File: src/rtl/mmio_resp_pkg.sv
// mmio_resp_pkg
// Shared constants for the MMIO responder: register offsets within the
// 32-byte window and the bit positions used in the status registers.
package mmio_resp_pkg;

  // Register offsets relative to the window base (window spans 0x00..0x1F)
  localparam logic [4:0] OFF_OUT_DATA = 5'h00;
  localparam logic [4:0] OFF_OUT_STAT = 5'h04;
  localparam logic [4:0] OFF_IN_DATA  = 5'h08;
  localparam logic [4:0] OFF_IN_STAT  = 5'h0C;
  localparam logic [4:0] OFF_CYCLE    = 5'h10;
  localparam logic [4:0] OFF_LED      = 5'h14;

  // Size of the decoded window in bytes
  localparam logic [31:0] WINDOW_BYTES = 32'd32;

  // Status register bit indices
  localparam int STAT_NOT_FULL_BIT = 0;
  localparam int STAT_OVERFLOW_BIT = 1;
  localparam int STAT_IN_FULL_BIT  = 0;

endpackage

File: src/rtl/mmio_resp_sync_fifo.sv
// sync_fifo
// Single-clock FIFO with registered storage. A push while full is accepted
// only when a pop happens in the same cycle, so a full FIFO can stream.
// Ports:
//   clk_i, rst_ni      clock, asynchronous active-low reset
//   push_i, din_i      write request and data
//   pop_i              read request (ignored while empty)
//   head_o             word at the read pointer
//   full_o, empty_o    occupancy flags
module sync_fifo #(
  parameter int WIDTH = 32,
  parameter int DEPTH = 4
) (
  input  logic             clk_i,
  input  logic             rst_ni,
  input  logic             push_i,
  input  logic [WIDTH-1:0] din_i,
  input  logic             pop_i,
  output logic [WIDTH-1:0] head_o,
  output logic             full_o,
  output logic             empty_o
);

  localparam int PW = (DEPTH > 1) ? $clog2(DEPTH) : 1;
  localparam logic [PW-1:0] LAST_IDX = PW'(DEPTH - 1);
  localparam logic [PW:0]   FULL_CNT = (PW + 1)'(DEPTH);

  logic [WIDTH-1:0] mem_q [DEPTH];
  logic [PW-1:0]    wrPtr_q, rdPtr_q;
  logic [PW:0]      count_q;
  logic             doPush, doPop;

  assign full_o  = (count_q == FULL_CNT);
  assign empty_o = (count_q == '0);
  assign head_o  = mem_q[rdPtr_q];

  assign doPop  = pop_i && !empty_o;
  assign doPush = push_i && (!full_o || doPop);

  // Storage is never reset; only the pointers and count define validity
  always_ff @(posedge clk_i) begin
    if (doPush) begin
      mem_q[wrPtr_q] <= din_i;
    end
  end

  // Pointer and occupancy tracking
  always_ff @(posedge clk_i or negedge rst_ni) begin
    if (!rst_ni) begin
      wrPtr_q <= '0;
      rdPtr_q <= '0;
      count_q <= '0;
    end else begin
      if (doPush) begin
        wrPtr_q <= (wrPtr_q == LAST_IDX) ? '0 : wrPtr_q + 1'b1;
      end
      if (doPop) begin
        rdPtr_q <= (rdPtr_q == LAST_IDX) ? '0 : rdPtr_q + 1'b1;
      end
      if (doPush && !doPop) begin
        count_q <= count_q + 1'b1;
      end else if (doPop && !doPush) begin
        count_q <= count_q - 1'b1;
      end
    end
  end

endmodule

File: src/rtl/mmio_resp.sv
// mmio_resp
// Memory-mapped responder sitting in a 32-byte window of the CPU address
// space: an output FIFO toward the PDU, a one-word input holding register,
// a free-running cycle counter and a 16-bit LED register.
// Ports:
//   clk, rst                     clock, asynchronous active-low reset
//   mem_addr/mem_we/mem_din      CPU access
//   mem_dout, mmio_hit           combinational read data and window decode
//   out_valid/out_data/out_ready output stream toward the PDU
//   in_valid/in_data/in_ready    input stream from the PDU
//   led                          LED register
module mmio_resp
  import mmio_resp_pkg::*;
#(
  parameter logic [31:0] BASE       = 32'h0000_7F00,
  parameter int          FIFO_DEPTH = 4
) (
  input  logic        clk,
  input  logic        rst,
  input  logic [31:0] mem_addr,
  input  logic        mem_we,
  input  logic [31:0] mem_din,
  output logic [31:0] mem_dout,
  output logic        mmio_hit,
  output logic        out_valid,
  output logic [31:0] out_data,
  input  logic        out_ready,
  input  logic        in_valid,
  input  logic [31:0] in_data,
  output logic        in_ready,
  output logic [15:0] led
);

  logic [31:0] offset;
  logic [4:0]  regOff;
  logic        wrEn;
  logic        wrOutData, wrOutStat, wrInStat, wrCycle, wrLed;
  logic        fifoFull, fifoEmpty, fifoPop;
  logic        overflow_q, overflow_d;
  logic        inFull_q, inFull_d;
  logic [31:0] inData_q;
  logic [31:0] cycle_q, cycle_d;
  logic [15:0] led_q;
  logic        inCapture;
  logic [31:0] rdData;

  // Subtracting the base first makes addresses below BASE wrap to large
  // values, so a single unsigned compare covers both window bounds.
  assign offset   = mem_addr - BASE;
  assign mmio_hit = (offset < WINDOW_BYTES);
  assign regOff   = offset[4:0];
  assign wrEn     = mem_we && mmio_hit;

  assign wrOutData = wrEn && (regOff == OFF_OUT_DATA);
  assign wrOutStat = wrEn && (regOff == OFF_OUT_STAT);
  assign wrInStat  = wrEn && (regOff == OFF_IN_STAT);
  assign wrCycle   = wrEn && (regOff == OFF_CYCLE);
  assign wrLed     = wrEn && (regOff == OFF_LED);

  assign out_valid = !fifoEmpty;
  assign fifoPop   = out_valid && out_ready;
  assign in_ready  = !inFull_q;
  assign inCapture = in_valid && in_ready;
  assign led       = led_q;

  sync_fifo #(
    .WIDTH (32),
    .DEPTH (FIFO_DEPTH)
  ) u_outFifo (
    .clk_i   (clk),
    .rst_ni  (rst),
    .push_i  (wrOutData),
    .din_i   (mem_din),
    .pop_i   (fifoPop),
    .head_o  (out_data),
    .full_o  (fifoFull),
    .empty_o (fifoEmpty)
  );

  // Next-state logic; overflow set is applied after the clear so it wins
  always_comb begin
    overflow_d = overflow_q;
    if (wrOutStat && mem_din[STAT_OVERFLOW_BIT]) begin
      overflow_d = 1'b0;
    end
    if (wrOutData && fifoFull && !fifoPop) begin
      overflow_d = 1'b1;
    end

    inFull_d = inFull_q;
    if (inCapture) begin
      inFull_d = 1'b1;
    end else if (wrInStat) begin
      inFull_d = 1'b0;
    end

    cycle_d = wrCycle ? mem_din : cycle_q + 32'd1;
  end

  // State registers
  always_ff @(posedge clk or negedge rst) begin
    if (!rst) begin
      overflow_q <= 1'b0;
      inFull_q   <= 1'b0;
      inData_q   <= '0;
      cycle_q    <= '0;
      led_q      <= '0;
    end else begin
      overflow_q <= overflow_d;
      inFull_q   <= inFull_d;
      cycle_q    <= cycle_d;
      if (inCapture) begin
        inData_q <= in_data;
      end
      if (wrLed) begin
        led_q <= mem_din[15:0];
      end
    end
  end

  // Read mux; anything outside the window or unmapped reads as zero
  always_comb begin
    rdData = '0;
    if (mmio_hit) begin
      case (regOff)
        OFF_OUT_STAT: begin
          rdData[STAT_NOT_FULL_BIT] = !fifoFull;
          rdData[STAT_OVERFLOW_BIT] = overflow_q;
        end
        OFF_IN_DATA:  rdData = inData_q;
        OFF_IN_STAT:  rdData[STAT_IN_FULL_BIT] = inFull_q;
        OFF_CYCLE:    rdData = cycle_q;
        OFF_LED:      rdData = {16'h0000, led_q};
        default:      rdData = '0;
      endcase
    end
  end

  assign mem_dout = rdData;

endmodule

File: config.mk
export PLATFORM = sky130hd
export DESIGN_NAME = mmio_resp
export DESIGN_NICKNAME = d
export VERILOG_FILES = /design/src/rtl/mmio_resp_pkg.sv /design/src/rtl/mmio_resp_sync_fifo.sv /design/src/rtl/mmio_resp.sv
export SDC_FILE = /design/constraint.sdc
export NUM_CORES = 1
export LEC_CHECK = 0
export CAP_MARGIN = 10
export CORE_ASPECT_RATIO = 0.6
export CORE_MARGIN = 3
export CORE_UTILIZATION = 45
export CTS_BUF_LIST = sky130_fd_sc_hd__clkbuf_4 sky130_fd_sc_hd__clkbuf_8
export CTS_CLUSTER_SIZE = 20
export DETAILED_ROUTE_END_ITERATION = 8
export GPL_TIMING_DRIVEN = 1
export PLACE_DENSITY = 0.71
export SLEW_MARGIN = 10
export SYNTH_ARGS = -nofsm -noshare
export SYNTH_HDL_FRONTEND = slang
export SYNTH_SLANG_ARGS = --single-unit
File: constraint.sdc
create_clock -name clk -period 3.02 [get_ports clk]
set_input_delay 0.604 -clock clk [delete_from_list [all_inputs] [get_ports clk]]
set_output_delay 0.604 -clock clk [all_outputs]
set_load 0.005 [all_outputs]
After elaboration in Yosys (flattened, before gate mapping)
Memories as Yosys holds them, arrays and structs flattened.
Cells that the tools add are included.
{"block": "word_totals", "register_bits": 89, "ram_bits": 128, "output_inout_bits": 83, "n_memories": 1}
{"memory": "u_outFifo.mem_q", "depth": 4, "width": 32, "read_ports": 1, "rd_ports_with_merged_regs": 0, "wr": 1, "line": "mmio_resp_sync_fifo.sv:28", "rtl": "logic [WIDTH-1:0] mem_q [DEPTH];"}
{"block": "classes", "reduce_logical": 27, "n_mux": 15, "n_addsub": 6, "order_cmp": 1, "n_eq_ne": 8}
{"operator": "30-bit one-hot mux with 3 select lines", "count": 1}
{"operator": "32-bit 2-to-1 mux", "count": 2}
{"operator": "32-bit by 1-bit adder with 32-bit output, second input constant", "count": 1}
{"operator": "32-bit by 6-bit < comparator with 1-bit output, second input constant", "count": 1}
{"operator": "32-bit by 15-bit subtractor with 32-bit output, second input constant", "count": 1}
{"operator": "1-bit logical AND", "count": 15}
{"operator": "5-bit by 4-bit equality test with 1-bit output, second input constant", "count": 2}
{"operator": "5-bit equality test, second input constant", "count": 2}
{"operator": "1-bit logical NOT", "count": 6}
{"operator": "1-bit 2-to-1 mux", "count": 6}
{"operator": "3-bit 2-to-1 mux", "count": 2}
{"operator": "2-bit nonzero test", "count": 3}
{"operator": "5-bit by 3-bit equality test with 1-bit output, second input constant", "count": 1}
{"operator": "5-bit logical NOT", "count": 1}
{"operator": "1-bit one-hot mux with 5 select lines", "count": 1}
{"operator": "2-bit by 1-bit adder with 2-bit output, second input constant", "count": 2}
{"operator": "2-bit equality test, second input constant", "count": 2}
{"operator": "2-bit 2-to-1 mux", "count": 2}
{"operator": "1-bit one-hot mux with 4 select lines", "count": 1}
{"operator": "3-bit by 1-bit adder with 3-bit output, second input constant", "count": 1}
{"operator": "3-bit equality test, second input constant", "count": 1}
{"operator": "3-bit logical NOT", "count": 1}
{"operator": "3-bit by 1-bit subtractor with 3-bit output, second input constant", "count": 1}
{"operator": "1-bit logical OR", "count": 1}

Longest topological paths before layout
{"block": "logic_depth", "word_depth": 10, "depth_mapped": 10, "depth_no_buf": 10}

Hierarchy
Synthesis repeated with hierarchy kept, for this count alone.
{"block": "hier_totals", "hier_cells": 637, "area_unflattened_um2": 9441.6}
{"mod": "sync_fifo", "instances": 1, "cells_per_inst": 205, "area_each_um2": 5099.9, "seq_area_each_um2": 4018.9}
{"mod": "mmio_resp", "instances": 1, "cells_per_inst": 432, "area_each_um2": 4341.7, "seq_area_each_um2": 2052.0}

Least setup slack after synthesis
Ideal clock, no wire load.
{"block": "synth_path", "path_type": "input port to flip-flop", "from": "in mem_addr[18]", "to": "mem u_outFifo.mem_q[3][0] (enable)", "arrival_time_ns": 2.816, "setup_slack_ns": -0.188, "n_path_buf": 0, "setup_time_ns": 0.392, "required_time_ns": 2.628, "path_stages": 5, "cell_sequence": "or4b_4 nor4_4 nand2_2 nor4_4 and2_1"}
{"block": "synth_via", "elab_chain_len": 7}
{"element": "start: declaration", "line": "mmio_resp.sv:20", "rtl": "input logic [31:0] mem_addr,"}
{"element": "32-bit by 15-bit subtractor with 32-bit output", "line": "mmio_resp.sv:49", "rtl": "assign offset = mem_addr - BASE;"}
{"element": "32-bit by 6-bit < comparator with 1-bit output", "line": "mmio_resp.sv:50", "rtl": "assign mmio_hit = (offset < WINDOW_BYTES);"}
{"element": "1-bit logical AND", "line": "mmio_resp.sv:52", "rtl": "assign wrEn = mem_we && mmio_hit;"}
{"element": "1-bit logical AND", "line": "mmio_resp.sv:54", "rtl": "assign wrOutData = wrEn && (regOff == OFF_OUT_DATA);"}
{"element": "1-bit logical AND", "line": "mmio_resp_sync_fifo.sv:38", "rtl": "assign doPush = push_i && (!full_o || doPop);"}
{"element": "net u_outFifo.doPush", "line": "mmio_resp_sync_fifo.sv:31", "rtl": "logic doPush, doPop;"}
{"element": "1-bit 2-to-1 mux", "line": "mmio_resp_sync_fifo.sv:42", "rtl": "if (doPush) begin"}
{"element": "1-bit 2-to-1 mux (implied by the code)", "line": "mmio_resp_sync_fifo.sv:43", "rtl": "mem_q[wrPtr_q] <= din_i;"}
{"element": "end: declaration", "line": "mmio_resp_sync_fifo.sv:28"}
The timed path passes the listed nets, and every way through them passes these cells.

Worst setup path after layout
{"block": "layout_path", "from": "in mem_addr[17]", "to": "out mem_dout[2]"}
{"block": "layout_via", "elab_chain_len": 3}
{"element": "32-bit by 15-bit subtractor with 32-bit output", "line": "mmio_resp.sv:49"}
{"element": "32-bit by 6-bit < comparator with 1-bit output", "line": "mmio_resp.sv:50"}
{"element": "32-bit 2-to-1 mux", "line": "mmio_resp.sv:124", "rtl": "if (mmio_hit) begin"}
{"element": "end: declaration", "line": "mmio_resp.sv:23", "rtl": "output logic [31:0] mem_dout,"}
No other way between the ends.

==> key figures <==
Global route
  • First-pass GRT wire length: 37900 microns
  • Remaining Overflow, GRT: 0
  • Vias in the first global route: 6628
  • Pin count of the biggest net entering global routing: 62
  • Antenna violations before repair: 2
  • GR Util All Layers: 21.6%

Clock tree
  • Clk buf depth: 3
  • H-tree levels: 1
  • Clk_lat worst skew: 550 ps
  • CTS root buf: clkbuf_8
  • Hold_buf cts: 0
  • CTS tree: yes
  • Worst-path clk slew: 60 ps
  • CTS buffer count: 31
  • CTS sink cnt: 217

Placed design
  • DPL Wire Length: around 17000 microns
  • # port buffers: 183
  • Dpl ws: -599 ps
  • Routability cong.: 0.831

Critical path
  • CP startpoint kind: input port
  • Req. time, crit path: 2420 ps
  • R2R depth: 8
  • Critical path type: in -> out
  • Worst-path fanout max: 7
  • Critical Path AT: 2330 ps
  • CP Capture Type: output port

Timing
  • Slew Viols, Final: 0
  • Endpoints failing setup: 0
  • Worst Slack Setup Final: between 80 and 90 ps
  • FMAX: 341 MHz
  • Worst Tran Pin Value: 685 ps
  • Min Tclk post-route: 2930 ps
  • RSZ-0062 raised after global routing: false
  • Max Clock Skew: 11.2 ps
  • Final period util: a little over nine tenths
  • Max-slew headroom: 53.9%
  • Total negative slack: 0 ps
  • Final hold vios: 0

Floorplanning
  • Die footprint: 22600 sq um
  • Die width: 192 microns
  • Initial Util: 46.3%
  • Floorplan die height: 118 microns
  • CORE AREA: slightly above 20000 sq um
  • Standard-cell rows: 40
  • Num ports: 184

Finish
  • Most common cell after layout, fill and taps aside: clkdlybuf4s50_1
  • ANT cells: 0
  • Share of cells above drive strength 1: 31.3%
  • Leading cell types in the layout, fill and taps excluded: clkdlybuf4s50_1 (133), edfxtp_1 (128), dfrtp_1 (87)
  • Synth-to-layout area growth: 35.4%
  • Post-layout net count: roughly 940

Synthesis
  • Post-synthesis cell count: ~610
  • Top_reg_cell synth: edfxtp_1
  • EDFF count, synth: 128
  • Synthesized area per cell: around 15 sq um
  • Post-Syn Area: between 9000 and 10000 sq um
  • Post-synth ARST share: 41.0%
  • Seq/Total Area, Yosys: 65.0%
  • Flop and latch count out of synthesis: roughly 220
  • Syn. warnings: 0
  • Syn_nets: 714
  • Netlist cell types: 46

Pwr
  • Max VDD drop: 355 uV
  • Static Leak: 4.72 nW
  • Pwr per Cell Area: 486 nW/um^2

Detailed routing
  • 1st-pass router iterations: 6
  • Number of routed nets with antenna violations: 0
  • 1st-iter DRT viols: roughly 600
  • Routed wire length: 24600 microns
  • Routed len/inst: 21.8 microns
  • Vias: 6271
  • # DRC: 0
  • Vias/cell: around 5.6

Min path
  • Worst hold-check path type: in -> async

Run status
  • Status: finished clean

Job
  • Maximum Capacitance Violations: 0
==> cell type report <==
class,instances,area (sq um)
clock buffer,51,602
multi-input combinational,347,3280
sequential,217,6070
clock inverter,7,35.0
inverter,7,31.3
tap,273,342
timing repair buffer,225,2280
fill,1478,7530
==> cells in the mapped netlist (all sizes together) (2+ instances only) <==
cell type	n	share of area [%]
edfxtp	128	41
dfrtp	89	24
nor2	67	2.7
mux2	57	7.4
mux4	32	7.7
a21oi	31	1.7
clkbuf	24	0.98
xor2	20	1.9
a22oi	17	1.4
a222oi	15	1.6
nand2	15	0.63
xnor2	14	1.3
nand4	13	1.0
nand3	11	0.59
buf	10	0.71
and2	9	0.60
nor4	9	1.1
ha	7	0.94
inv	6	0.24
nor4b	5	0.54
and3	4	0.27
nor2b	3	0.20
nor3	3	0.16
and4	2	0.19
nand2b	2	0.13
o21ai	2	0.11
o41ai	2	0.19
or4b	2	0.25
==> metrics by stage <==
stage          instances  area, sq um  total power, mW  utilization [%]  hold slack [ps]
2_1_floorplan        605         9340             3.62                -              308
3_5_place_dp        1063        11800             3.88             58.7              496
6_report            1127        12600             6.15             62.7             76.2
5_1_grt             1127        12600             6.41             62.7             81.9
3_3_place_gp        1063        11800             3.85             58.7              467
4_1_cts             1127        12600             6.20             62.4             82.9
==> per-layer routing <==
metal | wire (microns) | part of all wire (%) | GRT usage [%]
met2 | 11300 | 46 | 33.1
met4 | 309 | 1.3 | 3.76
met5 | 22 | 0.089 | 0
met1 | 10900 | 44 | 32.2
met3 | 2060 | 8.4 | 4.79
==> cells by family after synthesis <==
logic type	after synthesis	share of synthesized area (%)
flops	217	65.0
compound gates	68	5.01
simple gates	148	8.58
buf+inv	41	1.98
xor+xnor	34	3.19
mux	89	15.1
fa+ha+maj	8	1.15
==> where the power goes <==
group | leakage, nW | switching (mW) | total [mW] | internal [mW]
registers | 2.29 | 0.0953 | 3.41 | 3.31
clock network | 0.344 | 1.06 | 2.32 | 1.26
logic | 2.09 | 0.160 | 0.419 | 0.259
total | 4.72 | 1.32 | 6.15 | 4.83
==> worst max-delay path: stages <==
cell,delay (ps)
dlygate4sd2_1,230
or4b_4,540
nor4_4,220
nand2_4,160
clkinv_4,80
o21ai_4,90
clkbuf_16,190
nor2_2,90
buf_2,110
==> path summary, 6_finish.rpt <==
path,from,endpoint,slack [ps]
worst max-delay path,mem_addr[17],mem_dout[2],90
worst min-delay path,rst,inData_q[27]$_DFFE_PN0P_,80
worst max register to register,u_outFifo.count_q[1]$_DFFE_PN0P_,u_outFifo.count_q[2]$_DFFE_PN0P_,810
worst min register to register,inData_q[6]$_DFFE_PN0P_,inData_q[6]$_DFFE_PN0P_,510
max in group asynchronous,rst,led[7]$_DFFE_PN0P_,2250
min in group clk,inData_q[6]$_DFFE_PN0P_,inData_q[6]$_DFFE_PN0P_,510
==> sequential cells by signal, indices dropped and copies added, names as in the netlist <==
| name | cells |
|---|---|
| led | 16 |
| overflow_q | 1 |
| u_outFifo.mem_q | 128 |
| inData_q | 32 |
| inFull_q | 1 |
| u_outFifo.rdPtr_q | 2 |
| u_outFifo.count_q | 3 |
| u_outFifo.wrPtr_q | 2 |
| cycle_q | 32 |
==> repair_timing <==
action	4_1_cts	5_1_grt
cloned	3	0
setup endpoints to repair	34	51
gates resized for setup	173	28
pin swaps	19	9
buffers inserted	3	0
No activity file was read; power rests on OpenSTA's default activity.
